## src/rtl/button_debounce_multi.sv

```systemverilog
// Multi-channel button debouncer: 2-FF synchroniser, shared-tick hold counter and press/release pulses.
// Optional auto-repeat on held buttons is enabled by defining DEBOUNCE_REPEAT_EN.
module button_debounce_multi #(
    parameter int CHANNELS     = 4,
    parameter int CNT_W        = 4,
    parameter int HOLD         = 15,
    parameter int RPT_W        = 6,
    parameter int REPEAT_DELAY = 40,
    parameter int REPEAT_RATE  = 10
) (
    input  logic                clk,
    input  logic                reset_n,
    input  logic                countdown_en,
    input  logic [CHANNELS-1:0] button_in,
    output logic [CHANNELS-1:0] button_out,
    output logic [CHANNELS-1:0] press_pulse,
    output logic [CHANNELS-1:0] release_pulse
);

    typedef enum logic [1:0] {
        ST_IDLE     = 2'd0,
        ST_PRESSED  = 2'd1,
        ST_HOLDOFF  = 2'd2
    } ch_state_t;

    localparam logic [CNT_W-1:0] HOLD_V = CNT_W'(HOLD);

    // Elaboration-time parameter range checks.
    if (CHANNELS < 1 || HOLD < 1 || HOLD > (2**CNT_W) - 1) begin : g_bad_hold
        $error("button_debounce_multi: CHANNELS/HOLD out of range");
    end
    if (REPEAT_DELAY < 1 || REPEAT_DELAY > (2**RPT_W) - 1 ||
        REPEAT_RATE < 1 || REPEAT_RATE > REPEAT_DELAY) begin : g_bad_repeat
        $error("button_debounce_multi: repeat parameters out of range");
    end

    for (genvar ch = 0; ch < CHANNELS; ch++) begin : g_ch
        logic             s1;
        logic             s2;
        logic             prev_out;
        logic             rpt_fire;
        logic [CNT_W-1:0] cnt;
        logic [CNT_W-1:0] cnt_next;
        ch_state_t        state;

        always_ff @(posedge clk or negedge reset_n) begin
            if (!reset_n) begin
                s1       <= 1'b0;
                s2       <= 1'b0;
                cnt      <= '0;
                prev_out <= 1'b0;
            end else begin
                s1       <= button_in[ch];
                s2       <= s1;
                cnt      <= cnt_next;
                prev_out <= button_out[ch];
            end
        end

        // The channel state is a pure decode of s2 and the hold counter.
        always_comb begin
            state = ST_IDLE;
            if (s2) begin
                state = ST_PRESSED;
            end else if (cnt != '0) begin
                state = ST_HOLDOFF;
            end
        end

        always_comb begin
            cnt_next = cnt;
            case (state)
                ST_PRESSED: cnt_next = HOLD_V;
                ST_HOLDOFF: if (countdown_en) cnt_next = cnt - CNT_W'(1);
                default:    cnt_next = cnt;
            endcase
        end

`ifdef DEBOUNCE_REPEAT_EN
        localparam logic [RPT_W-1:0] RPT_LAST   = RPT_W'(REPEAT_DELAY - 1);
        localparam logic [RPT_W-1:0] RPT_RELOAD = RPT_W'(REPEAT_DELAY - REPEAT_RATE);

        logic [RPT_W-1:0] rpt;
        logic             rpt_pulse;

        // Ticks count only while pressed with the level already asserted.
        always_ff @(posedge clk or negedge reset_n) begin
            if (!reset_n) begin
                rpt       <= '0;
                rpt_pulse <= 1'b0;
            end else begin
                rpt_pulse <= 1'b0;
                if (state != ST_PRESSED || !button_out[ch]) begin
                    rpt <= '0;
                end else if (countdown_en) begin
                    if (rpt == RPT_LAST) begin
                        rpt       <= RPT_RELOAD;
                        rpt_pulse <= 1'b1;
                    end else begin
                        rpt <= rpt + RPT_W'(1);
                    end
                end
            end
        end

        assign rpt_fire = rpt_pulse;
`else
        assign rpt_fire = 1'b0;
`endif

        assign button_out[ch]    = (cnt != '0);
        assign press_pulse[ch]   = (button_out[ch] & ~prev_out) | rpt_fire;
        assign release_pulse[ch] = ~button_out[ch] & prev_out;
    end

endmodule

```

## config.mk

```make
export PLATFORM = sky130hd
export DESIGN_NAME = button_debounce_multi
export DESIGN_NICKNAME = d
export VERILOG_FILES = /design/src/rtl/button_debounce_multi.sv
export SDC_FILE = /design/constraint.sdc
export NUM_CORES = 1
export LEC_CHECK = 0
export CORE_MARGIN = 1
export CORE_UTILIZATION = 28
export CTS_CLUSTER_SIZE = 16
export DETAILED_ROUTE_END_ITERATION = 10
export PLACE_DENSITY = 0.56
export SLEW_MARGIN = 20
export SYNTH_ARGS = -nofsm -noshare
export SYNTH_HDL_FRONTEND = slang
export SYNTH_SLANG_ARGS = --single-unit
export TNS_END_PERCENT = 100
```

## constraint.sdc

```tcl
create_clock -name clk -period 3.05 [get_ports clk]
set_input_delay 0.7625 -clock clk [delete_from_list [all_inputs] [get_ports clk]]
set_output_delay 0.7625 -clock clk [all_outputs]
set_load 0.02 [all_outputs]
```

==> reports/metrics.yaml <==
critical_path:
  critPathKind: "reg2out"
  worstPathRequired_ns: 2.29
  cp_slowest_stage_delay_ns: 0.59
  crit_path_end_kind: "output port"
  crit_chain: "inv_1 > ha_1 > nor3b_4 > and2_2 > clkdlybuf4s50_1"
  cp_slowest_cell: "clkdlybuf4s50_1"
  start_kind: "flip-flop"
  cp_max_fo: 4
  arrival_ns: 1.94
logic_synthesis:
  syn_inst: 106
  yosysTopAreaCell: "dfrtp_1"
  yosys-top-cells-area: "dfrtp_1 (56%), nor3b_4 (6.0%), a211o_1 (5.6%), ha_1 (4.0%), inv_1 (3.3%)"
  syn_avg_cell_area_sq_um: 11.7
  synth_top_area_share_pct: 56.4
  yosysUniqueCellTypes: 19
  ys_seq_area_share_pct: 56.4
  syn_nets: 117
  ys_ff_latch: 28
  ys_warn_count: 0
  synth_area_sq_mm: 0.00124
  synth_edf_count: 0
  synthFlopType: "dfrtp_1"
  async_reset_ff_share_pct: 100
timing:
  max_freq_ghz: 0.370
  timing_hold_violations_final: 0
  tightest_slew_ns: 0.514
  whs_ns: 0.354
  period_share_pct: 88.5
  finalMaxSlewViolations: 0
  clock_skew_ns: 0.00197
  grt_setup_unrepaired: "false"
  setup_tns_ns: 0
  max_slew_margin_pct: 65.6
  min_period_ns: 2.70
  finalSetupViolCount: 0
place:
  placedCellCount: 174
  routabilityCongestion: 0.781
  io_buffer_count: 18
  dp_hpwl_mm: 1.51
cells_and_area:
  fill_cells: 408
  area_growth_pct: 24.6
  drive_gt1_share_pct: 13.3
  stdcell_count: 178
  finalNetCount: 140
  utilization_pct: 37.6
  diodes: 0
global_route:
  antenna_found_initial: 0
  grt_pass1_vias: 836
  grt_first_pass_wirelength_mm: 3.55
  gr-total-overflow: 0
  gr-usage-all-layers_pct: 10.1
  grt_max_degree: 29
route:
  wire_per_inst_um: 11.8
  viasPerCell: 4.73
  drtIter0Drc: 44
  wl_mm: 2.10
  dr.pass1.iters: 4
  num_vias: 842
  drtAntennaViolNets: 0
  drc: 0
clock_network:
  cts-htree-levels: 1
  insertion_delay_ns: 0.27
  ctsHoldBuffers: 0
  cts_sinks: 28
  postCtsSetupBuffers: 0
  cts_inserted_buffers: 3
  path_clk_slew_ns: 0.09
  cts_tree: "done"
  post_cts_resized: 0
  cts.path.max_buffers: 2
  root_buffer: "clkbuf_8"
floorplan:
  row_count: 23
  initial_core_util_pct: 30.2
  ios: 19
  die-height_um: 68.6
  fp.coreArea_sq_mm: 0.00412
  die_area_sq_mm: 0.00471
  die_w_um: 68.6
power_and_ir_drop:
  ir_drop_uv: 167
  leakage_uw: 0.000693
  powerDensity_mw_per_mm2: 438
run_status:
  status: "complete, no violations"
run:
  drv_cap: 0
min_path:
  min_path_type: "reg2reg"
cell usage in the layout, fill, tap and decap left out, types with 5 or more instances in the layout:
master,instances
clkdlybuf4s50_1,18
inv_1,11
a211o_1,8
and3_1,5
dfrtp_1,28
a21oi_1,8
through the flow:
| step | total power (uW) | area [sq um] | worst slack (ns) |
|---|---|---|---|
| floorplan | 431 | 1240 | 1.22 |
| global placement | 453 | 1490 | 0.602 |
| detailed placement | 456 | 1490 | 0.567 |
| CTS | 686 | 1550 | 0.318 |
| global route | 705 | 1550 | 0.204 |
| finish | 677 | 1550 | 0.350 |
flip-flops by register name, summed over array words and instances, names as in the netlist:
register	flops
g_ch.s1	4
g_ch.cnt	16
g_ch.prev_out	4
g_ch.s2	4
per-layer routing:
metal | up-vias | wire, um | global-route usage [%]
li1 | 415 | - | -
met1 | 408 | 943 | 11.4
met2 | 15 | 1070 | 18.5
met3 | 4 | 66 | 1.97
met4 | 0 | 19 | 3.65
met5 | - | 0 | 0
report_power, final:
part           switching (uW)  internal, uW  total [uW]  leakage, uW
Combinational            27.1          25.3        52.5     0.000384
Clock                     114           115         229    0.0000288
Sequential               9.78           386         396     0.000280
final timing paths:
check	to	depth (start not counted)	slack [ns]	start
max	release_pulse[0]	5	0.35	g_ch[0].cnt[0]
min	g_ch[0].s2	0	0.35	g_ch[0].s1
max reg2reg	g_ch[3].cnt[0]	6	1.40	g_ch[3].cnt[0]
min reg2reg	g_ch[0].s2	0	0.35	g_ch[0].s1
max in group asynchronous	g_ch[1].cnt[0]	2	1.91	reset_n
min in group asynchronous	g_ch[2].s2	2	0.87	reset_n
critical path, delay by kind of cell (launching register included):
kind                       cells  cell delay (ns)
and+or+nand+nor                2             0.43
adders and majority gates      1             0.18
DFF                            1             0.38
buffers and inverters          2             0.68
synth_stat cells, types with 5 or more instances:
cell,count
inv_1,11
a21oi_1,8
and3_1,5
dfrtp_1,28
a211o_1,8
final cells by class:
cell class	count	area (sq um)	area share [%]
clock buffer	4	55.1	3.56
inverter	15	56.3	3.64
multi-input combinational	61	478	30.9
sequential	28	701	45.3
tap	50	62.6	4.04
timing repair buffer	20	195	12.6
cell families after synthesis:
logic type               share of synthesized area, %
AND/OR/NAND/NOR                                  22.6
flip-flops                                       56.4
AO/OA/AOI/OAI                                    11.9
buffers and inverters                            5.14
adder cells (fa/ha/maj)                          4.03
Power figures use the tool's default switching activity.
